[src/rtl/ual_sequencer.sv]
// Registered valid/ready front end for the 4-bit combinational UAL: decodes the opcode, holds operands, captures result/flags.
// Optional sticky overflow flag (sticky_clr/sticky_of ports) is built when UAL_STICKY_OF_EN is defined.
module ual_sequencer #(
    parameter bit IDLE_CLEAR = 1'b1
) (
    input  logic       clk,
    input  logic       rst_n,
    input  logic       req_valid,
    output logic       req_ready,
    input  logic [2:0] req_op,
    input  logic [3:0] req_a,
    input  logic [3:0] req_b,
    output logic [3:0] ual_in0,
    output logic [3:0] ual_in1,
    output logic [4:0] ual_sel,
    input  logic [7:0] ual_out,
    input  logic [1:0] ual_flags,
    output logic       rsp_valid,
    input  logic       rsp_ready,
    output logic [7:0] rsp_data,
    output logic [1:0] rsp_flags,
    output logic       rsp_err
`ifdef UAL_STICKY_OF_EN
    ,
    input  logic       sticky_clr,
    output logic       sticky_of
`endif
);

    typedef enum logic [1:0] {IDLE, EXEC, RESP} state_t;

    state_t     state_reg, state_next;
    logic [3:0] in0_reg, in0_next;
    logic [3:0] in1_reg, in1_next;
    logic [4:0] sel_reg, sel_next;
    logic [7:0] data_reg, data_next;
    logic [1:0] flags_reg, flags_next;
    logic       err_reg, err_next;
    logic [4:0] sel_dec;
    logic       op_legal;

    generate
        for (genvar gi = 0; gi < 5; gi++) begin : g_dec
            assign sel_dec[gi] = (req_op == 3'(gi));
        end
    endgenerate

    assign op_legal = (req_op <= 3'd4);

    always_comb begin
        state_next = state_reg;
        in0_next   = in0_reg;
        in1_next   = in1_reg;
        sel_next   = sel_reg;
        data_next  = data_reg;
        flags_next = flags_reg;
        err_next   = err_reg;
        case (state_reg)
            IDLE: begin
                if (req_valid) begin
                    if (op_legal) begin
                        in0_next   = req_a;
                        in1_next   = req_b;
                        sel_next   = sel_dec;
                        state_next = EXEC;
                    end else begin
                        // Illegal ops skip the UAL entirely and answer with an error
                        sel_next   = 5'd0;
                        data_next  = 8'd0;
                        flags_next = 2'd0;
                        err_next   = 1'b1;
                        state_next = RESP;
                    end
                end
            end
            EXEC: begin
                data_next  = ual_out;
                flags_next = ual_flags;
                err_next   = 1'b0;
                state_next = RESP;
            end
            RESP: begin
                if (rsp_ready) begin
                    state_next = IDLE;
                    if (IDLE_CLEAR) begin
                        in0_next = 4'd0;
                        in1_next = 4'd0;
                        sel_next = 5'd0;
                    end
                end
            end
            default: state_next = IDLE;
        endcase
    end

    always_ff @(posedge clk or negedge rst_n) begin
        if (!rst_n) begin
            state_reg <= IDLE;
        end else begin
            state_reg <= state_next;
        end
    end

    always_ff @(posedge clk or negedge rst_n) begin
        if (!rst_n) begin
            in0_reg   <= 4'd0;
            in1_reg   <= 4'd0;
            sel_reg   <= 5'd0;
            data_reg  <= 8'd0;
            flags_reg <= 2'd0;
            err_reg   <= 1'b0;
        end else begin
            in0_reg   <= in0_next;
            in1_reg   <= in1_next;
            sel_reg   <= sel_next;
            data_reg  <= data_next;
            flags_reg <= flags_next;
            err_reg   <= err_next;
        end
    end

`ifdef UAL_STICKY_OF_EN
    // Overflow position inside ual_flags (ZF is bit 0, OF is bit 1)
    localparam int OF_BIT = 1;

    logic sticky_reg, sticky_next;

    always_comb begin
        sticky_next = sticky_reg;
        if (sticky_clr) begin
            sticky_next = 1'b0;
        end
        // A capture with overflow overrides a simultaneous clear
        if (state_reg == EXEC && ual_flags[OF_BIT]) begin
            sticky_next = 1'b1;
        end
    end

    always_ff @(posedge clk or negedge rst_n) begin
        if (!rst_n) begin
            sticky_reg <= 1'b0;
        end else begin
            sticky_reg <= sticky_next;
        end
    end

    assign sticky_of = sticky_reg;
`endif

    assign req_ready = (state_reg == IDLE);
    assign rsp_valid = (state_reg == RESP);
    assign ual_in0   = in0_reg;
    assign ual_in1   = in1_reg;
    assign ual_sel   = sel_reg;
    assign rsp_data  = data_reg;
    assign rsp_flags = flags_reg;
    assign rsp_err   = err_reg;

endmodule

[config.mk]
export PLATFORM = sky130hd
export DESIGN_NAME = ual_sequencer
export DESIGN_NICKNAME = d
export VERILOG_FILES = /design/src/rtl/ual_sequencer.sv
export SDC_FILE = /design/constraint.sdc
export NUM_CORES = 1
export LEC_CHECK = 0
export CAP_MARGIN = 10
export CORE_ASPECT_RATIO = 0.9
export CORE_UTILIZATION = 40
export DETAILED_ROUTE_END_ITERATION = 10
export PLACE_DENSITY = 0.88
export SYNTH_ARGS = -nofsm -noshare
export SYNTH_HDL_FRONTEND = slang
export SYNTH_SLANG_ARGS = --single-unit
[constraint.sdc]
create_clock -name clk -period 1.7 [get_ports clk]
set_input_delay 0.425 -clock clk [delete_from_list [all_inputs] [get_ports clk]]
set_output_delay 0.425 -clock clk [all_outputs]
set_load 0.03 [all_outputs]
==> results of run 1 <==
-- per-layer routing --
layer / track usage, % / vias to the layer above
met5: 0 / -
met4: 7.724 / 0
met3: 1.990 / 8
met2: 41.96 / 36
met1: 23.62 / 479
li1: - / 452
-- timing repair --
action	in CTS	in global routing
gates resized for setup	25	1
cloned	0	0
endpoints found under the setup margin	25	1
setup buffers	2	0
pin swaps	0	0
-- cell families (layout without fill, tap and decap cells) --
group / Yosys count / count (layout) / share of synthesized area [%]
buf+inv: 15 / 80 / 5.377
simple gates: 22 / 22 / 9.382
flops: 26 / 26 / 59.50
compound gates: 19 / 19 / 15.33
mux: 11 / 11 / 10.41
-- placed cells by master, fill, tap and decap left out, drive strengths merged --
cell type | synthesis | routed
a22o | 10 | 10
mux2i | 8 | 8
buf | 3 | 16
nor4b | 2 | 2
a221oi | 1 | 1
a31oi | 1 | 1
o22ai | 1 | 1
nor2 | 4 | 4
dlygate4sd2 | 0 | 24
nand2 | 12 | 12
dfrtp | 26 | 26
o32ai | 1 | 1
o211a | 1 | 1
o21ai | 2 | 2
inv | 12 | 12
clkdlybuf4s50 | 0 | 24
o21a | 1 | 1
nor2b | 1 | 1
nor4 | 1 | 1
a21oi | 1 | 1
clkbuf | 0 | 4
mux2 | 3 | 3
nand2b | 2 | 2
-- worst max-delay path: stages (launching register included) --
cell	delay [ns]
dfrtp_2	0.43
buf_4	0.14
nor2_1	0.15
buf_4	0.19
-- power by group through the flow --
stage / registers, mW / logic (mW) / clock network, mW
after floorplan: 1.41 / 0.388 / 0
after global placement: 0.986 / 1.47 / 0
after detailed placement: 0.997 / 1.52 / 0
after CTS: 0.977 / 1.38 / 0.322
after global routing: 1.00 / 1.46 / 0.345
final: 0.977 / 1.38 / 0.319
-- final cells by class --
| type | instances | share of cell area (%) |
|---|---|---|
| Sequential cell | 26 | 37.56 |
| Clock buffer | 4 | 2.091 |
| Timing Repair Buffer | 64 | 33.60 |
| Multi-Input combinational cell | 52 | 22.13 |
| Inverter | 12 | 2.596 |
| Tap cell | 28 | 2.019 |
-- how the worst min path moves through the flow --
stage	cells past startpoint	slack [ns]	endpoint
floorplan	0	0.13	rsp_data[0]
global placement	1	0.48	rsp_flags[0]
detailed placement	1	0.49	rsp_data[7]
CTS	2	0.44	rsp_data[3]
global route	2	0.46	rsp_data[3]
finish	2	0.44	rsp_data[3]
-- metrics by stage --
stage	setup WS (ns)	setup TNS [ns]	std cells
detailed placement	-0.2338	-2.421	180
global placement	-0.09577	-1.136	180
global route	0.01776	0	186
CTS	0.05537	0	186
finish	0.04740	0	186
floorplan	0.2728	0	93
==> qor.txt, run 1 <==
Fin Hold WS - 0.4359 ns
antenna violations before repair - 0
worst hold-check path type - input pin to async pin
Int Power - 1.512 mW
CTS tree - built
Pwr Total - 2.673 mW
Design Area, Final - 0.001735 mm^2
syn_nets - 118
CP endpoint - req_ready
met2 wire len - 1.584 mm
Yosys reg bits - 26
share of the synthesized area in the top cell type - 59.50%
Yosys warning total - 0
status - finished with violations
reg2reg setup slack - 0.23 ns
Clock Latency Late Sink - 0.32 ns
n_diodes - 0
Worst-path clk slew - 0.14 ns
top layer in use - met4
sequential area share after synthesis - 59.50%
Switch Pwr - 1.161 mW
part of the power in registers - 36.5%
total gr overflow - 0
drt pass-1 iters - 7
Overall Global Routing Usage - 21.21%
Layout area overhead - 58.70%
Area after DPL - 0.001713 mm^2
Crit. End Element - output pin
layout cells sized above 1 - 16.46%
vias in the first global route - 1054
R2R cell count - 4
multi-input combinational cell area - 384.1 um^2
Clock Path Buffers - 2
fmax - 605.1 MHz
Primary FF master, synth - dfrtp_1
clock root buffer - clkbuf_4
fillcell total - 209
max reg flops - 8
wire length on met1 - 1.160 mm
Routed WL per cell - 15.62 um
Syn Std Cell Area - 0.001094 mm^2
clock power share - 12.0%
die area - 0.002947 mm^2
Post-Synthesis Cells - 93
power per cell area - 1540 mW/mm^2
Yosys top cell by area - dfrtp_1
Antenna Nets Post-Route - 0
r2r startpoint - state_reg[1]
Area contributors post-synth - dfrtp_1 (59%), a22o_1 (8.0%), mux2i_1 (7.3%), inv_1 (4.1%), nand2_1 (4.1%)
Worst EP arrival - 1.23 ns
met3 routed WL - 114 um
wire length of the first global-routing pass - 4.685 mm
CP Launch Point - state_reg[0]
CP startpoint kind - register
Worst R2R End - ual_in1[3]
TritonCTS buffer count - 3
global placement routability congestion - 0.8253
RSZ-0062 raised after global routing - false
P_leak - 0.9048 nW
Total Wirelength - 2.906 mm
io pins - 51
DR iter-0 viols - 22
fraction of registers with async set or reset after synthesis - 100.0%
initial core utilization - 43.57%
Clock Sinks - 26
Post-route DRC - 9
failing checks - DRC
most common cell in the netlist - dfrtp_1
Yosys cell types - 21
FF/Latch Area - 651.9 um^2
H-tree levels - 1
Required @ worst endpoint - 1.27 ns
Min Clock Period, post-route - 1.653 ns
worst slew pin tran - 0.3297 ns
Max-slew headroom - 78.02%
Final Setup Violations - 0
most instantiated cells after synthesis - dfrtp_1 (26), inv_1 (12), nand2_1 (12)
HPWL Detailed - 2.197 mm
final hold violation count - 0
worst vdd ir - 745.1 uV
NumNets Final - 184
port buffer count - 50
largest net degree at the start of global routing - 27
Clock Skew - 0.004447 ns
Via density - 5.242
crit path max fanout - 3
hold_buf cts - 0
Die W - 57.12 um
fin util - 69.14%
DIE HEIGHT - 51.61 um
core area - 0.002510 mm^2
fin crit share - 97.21%
Comb power frac - 51.5%
number of synthesized flops with an enable pin - 0
syn_area_per_cell - 11.76 um^2
Crit Path Class - register to output pin
max_cap viols - 0
vias after detailed routing - 975
fin. max-slew vios - 0
# rows - 17
sw frac - 43.44%
(Power assumes the default switching activity.)
==> run 2, diff against run 1 <==
- GPL_TIMING_DRIVEN: default -> 0
==> run 2 against run 1 <==
Against the previous run: the run still ends with DRC left; cell count down 2.7%; routed wire length down 9.2%; sequential share of layout area is 0.62 points higher; clock skew rose by 0.0069 ns; non-clock buffer count fell by 4; largest cell class unchanged; clock-buffer cell count fell by 1; first-iteration DRC count up 59%; worst setup slack about the same; register-to-register slack improved by 0.03 ns.
==> qor.txt, run 2 (synthesized netlist as in run 1, its figures left out) <==
Final Setup Violations - 0
largest net degree at the start of global routing - 27
P_leak - 0.8933 nW
Clock Skew - 0.01138 ns
Die W - 57.12 um
Worst EP arrival - 1.23 ns
NumNets Final - 180
H-tree levels - 1
layout cells sized above 1 - 15.69%
io pins - 51
max reg flops - 8
Placed Cells - 171
Via density - 5.022
worst slew pin tran - 0.5510 ns
n_diodes - 0
global placement routability congestion - 0.7307
Antenna Nets Post-Route - 0
Total Wirelength - 2.640 mm
multi-input combinational cell area - 396.6 um^2
RSZ-0062 raised after global routing - true
Area after DPL - 0.001629 mm^2
wire length of the first global-routing pass - 4.215 mm
max_cap viols - 0
CP top delay family - flip-flops
CP Launch Point - state_reg[0]
status - finished with violations
setup TNS - 0 ns
fin util - 68.15%
die area - 0.002947 mm^2
r2r startpoint - state_reg[1]
hold_buf cts - 0
# rows - 17
initial core utilization - 43.57%
min setup slack post-route - 0.04739 ns
Pwr Total - 2.608 mW
slowest stage delay, CP - 0.46 ns
DR iter-0 viols - 35
DIE HEIGHT - 51.61 um
Design Area, Final - 0.001710 mm^2
crit path max fanout - 6
Clock Path Buffers - 2
total gr overflow - 0
Buf/Inv on CP - 3
CP startpoint kind - register
Min Clock Period, post-route - 1.653 ns
Layout Cells excl Fill - 181
Required @ worst endpoint - 1.27 ns
power per cell area - 1525 mW/mm^2
TritonCTS buffer count - 3
Clock Latency Late Sink - 0.32 ns
Worst-path clk slew - 0.13 ns
failing checks - DRC
commonest non-fill, non-tap cells in the layout - dlygate4sd2_1 (24), dfrtp_1 (24), clkdlybuf4s50_1 (22)
CTS tree - built
Clock Sinks - 26
final hold violation count - 0
Crit. End Element - output pin
port buffer count - 50
Max-slew headroom - 63.15%
crit path cell chain - nand2b_4 -> buf_6 -> inv_4 -> buf_6
Crit-path slowest cell - dfrtp_2
Crit Path Class - register to output pin
vias in the first global route - 902
clock root buffer - clkbuf_4
drt pass-1 iters - 7
HPWL Detailed - 1.883 mm
fin crit share - 97.21%
Fin Hold WS - 0.4428 ns
Place WS - -0.4507 ns
fin. max-slew vios - 0
most frequent CP cell - buf_6
worst hold-check path type - input pin to async pin
worst vdd ir - 775.3 uV
core area - 0.002510 mm^2
Overall Global Routing Usage - 18.78%
FF/Latch Area - 653.1 um^2
fmax - 605.1 MHz
Post-route DRC - 8
vias after detailed routing - 909
Layout area overhead - 56.41%
antenna violations before repair - 0
Routed WL per cell - 14.59 um
fillcell total - 205
-- run 2: cell types whose count changed in the layout (fill, tap and decap cells not counted), moves of 2 or more --
cell,previous run,this run
buf_6,0,3
dlymetal6s2s_1,0,2
clkdlybuf4s50_1,24,22
buf_2,0,2
buf_4,15,5
-- run 2: layout make-up --
class,count,area share (%)
timing repair buffer,57,31.31
clock buffer,3,1.317
tap,28,2.048
multi-input combinational,52,23.19
inverter,12,2.780
sequential,26,38.19
buffer,3,1.170
-- run 2: final timing paths --
check	endpoint	slack (ns)	cells after the start
max in group asynchronous	state_reg[1]	0.74	2
min reg2reg	rsp_flags[0]	0.51	1
min in group clk	ual_sel[3]	0.48	3
max reg2reg	ual_in1[3]	0.26	4
min	ual_sel[3]	0.44	1
max	rsp_valid	0.05	4
-- run 2: power by group --
part           switching (mW)  total, mW  internal, mW
logic                   0.832       1.37         0.541
clock network           0.169      0.252        0.0830
registers               0.139      0.983         0.844
total                    1.14       2.61          1.47
-- run 2: per-layer routing --
metal / wire length, um / global-route usage (%)
met5: 0 / 0
met4: 48 / 3.659
met3: 153 / 4.975
met2: 1284 / 31.76
met1: 1154 / 24.48
-- run 2: repair_timing --
item	4_1_cts	5_1_grt
gates resized for setup	39	9
endpoints found under the setup margin	34	11
hold endpoints to repair	0	0
buffers inserted	3	3
pin swaps	1	0
==> run 3, diff against run 2 <==
- CELL_PAD_IN_SITES_DETAIL_PLACEMENT: default -> 0
- CELL_PAD_IN_SITES_GLOBAL_PLACEMENT: default -> 1
- CORE_UTILIZATION: 40 -> 30
==> run 3 against run 2 <==
Against the previous run: the run now ends clean; flip-flop and latch count unchanged; sequential power down 2%; final area is 2.3% higher; via count decreased by 0.55%; register-to-register slack about the same; clock skew fell by 0.0090 ns; critical endpoint is now ual_sel[2]; routed wire length down 1.9%; utilization down 17 points.
==> qor.txt, run 3 (synthesized netlist as in run 1, its figures left out) <==
Clock Skew - 0.002415 ns
antenna violations before repair - 0
largest net degree at the start of global routing - 27
# rows - 20
Clock Latency Late Sink - 0.26 ns
Comb power frac - 49.8%
Die W - 65.64 um
clock root buffer - clkbuf_8
R2R cell count - 3
Crit Path Class - input pin to register
Required @ worst endpoint - 1.85 ns
Total Wirelength - 2.589 mm
CTS tree - built
n_diodes - 0
wire length of the first global-routing pass - 4.264 mm
Clock Sinks - 26
Int Power - 1.564 mW
CP startpoint kind - input pin
worst vdd ir - 693.0 uV
crit path max fanout - 5
initial core utilization - 31.90%
CP Launch Point - req_valid
part of the power in registers - 35.9%
fillcell total - 307
r2r startpoint - state_reg[1]
port buffer count - 50
layout cells sized above 1 - 12.58%
HPWL Detailed - 1.952 mm
Pwr Total - 2.696 mW
P_leak - 0.9084 nW
Min Clock Period, post-route - 1.626 ns
reg2reg setup slack - 0.26 ns
max_cap viols - 0
die area - 0.003891 mm^2
max reg flops - 8
Max-slew headroom - 63.72%
fin. max-slew vios - 0
Antenna Nets Post-Route - 0
global placement routability congestion - 0.6805
H-tree levels - 1
Layout area overhead - 60.07%
fin crit share - 95.67%
power per cell area - 1540 mW/mm^2
vias in the first global route - 952
NumNets Final - 177
clock power share - 14.3%
Worst R2R End - ual_sel[2]
Crit. End Element - register
RSZ-0062 raised after global routing - false
Post-route DRC - 0
DIE HEIGHT - 59.28 um
commonest non-fill, non-tap cells in the layout - dfrtp_1 (25), dlygate4sd2_1 (24), clkdlybuf4s50_1 (21)
Routed WL per cell - 13.28 um
vias after detailed routing - 904
worst slew pin tran - 0.5425 ns
Via density - 4.636
Area after DPL - 0.001649 mm^2
commonest non-fill, non-tap cell in the layout - dfrtp_1
Worst-path clk slew - 0.08 ns
fmax - 614.9 MHz
Fin Hold WS - 0.4986 ns
TritonCTS buffer count - 3
Clock Path Buffers - 2
final hold violation count - 0
total gr overflow - 0
fin util - 51.06%
core area - 0.003428 mm^2
Switch Pwr - 1.132 mW
worst hold-check path type - register to register
status - finished, final reports clean
Design Area, Final - 0.001750 mm^2
sw frac - 41.98%
Overall Global Routing Usage - 14.55%
drt pass-1 iters - 2
hold_buf cts - 0
Final Setup Violations - 0
Worst EP arrival - 1.78 ns
io pins - 51
DR iter-0 viols - 18
CP endpoint - ual_sel[2]
==> run 3: changes by cell type in the layout (fill, tap and decap cells not counted), moves of 2 or more <==
cell / delta
buf_6: -2
clkbuf_4: -3
buf_4: -2
clkbuf_8: +4
==> run 3: area by class of cell <==
cell class	instances	area [um^2]	share of cell area (%)
Tap cell	44	55.05	3.145
Sequential cell	26	651.9	37.24
Buffer	3	16.27	0.9292
Inverter	12	47.55	2.716
Multi-Input combinational cell	52	387.9	22.16
Timing Repair Buffer	54	536.8	30.66
Clock buffer	4	55.05	3.145
==> run 3: per-layer routing <==
metal  GRT usage, %  wire [um]  up-vias
li1               -          -      438
met1          17.61       1135      435
met2          23.32       1207       27
met3          6.538        228        4
met4          4.348         17        0
met5              0          0        -
==> run 3: what timing repair did <==
action	4_1_cts	5_1_grt
endpoints found under the setup margin	37	8
buffers inserted	3	0
gates resized for setup	35	8
pin swaps	2	0
==> run 3: worst min path at each step <==
stage	from	to	slack, ns	depth (start not counted)
2_1_floorplan	rst_n	rsp_data[0]	0.13	0
3_3_place_gp	rsp_data[3]	rsp_data[3]	0.49	1
3_5_place_dp	rsp_data[2]	rsp_data[2]	0.49	1
4_1_cts	rsp_data[2]	rsp_data[2]	0.50	1
5_1_grt	rsp_data[4]	rsp_data[4]	0.52	1
6_report	rsp_data[6]	rsp_data[6]	0.50	1
==> run 3: worst max-delay path, cell delays in order <==
cell and delay [ns]:
clkdlybuf4s50_1 0.53, nand2b_1 0.14, a21oi_2 0.30, mux2_2 0.38
==> run 3: through the flow <==
| stage | setup TNS [ns] | worst slack [ns] | cells |
|---|---|---|---|
| final | 0 | 0.07363 | 195 |
| after global routing | 0 | 0.007224 | 195 |
| after CTS | 0 | 0.002261 | 194 |
| after detailed placement | -10.40 | -0.4549 | 187 |
| after global placement | -8.475 | -0.3679 | 187 |
| after floorplan | 0 | 0.2728 | 93 |
==> run 3: power by group through the flow <==
stage          Clock, mW  Sequential [mW]  Combinational [mW]
3_3_place_gp           0            0.981                1.43
2_1_floorplan          0             1.41               0.388
3_5_place_dp           0            0.989                1.45
6_report           0.386            0.968                1.34
4_1_cts            0.394            0.973                1.34
5_1_grt            0.429            0.998                1.44
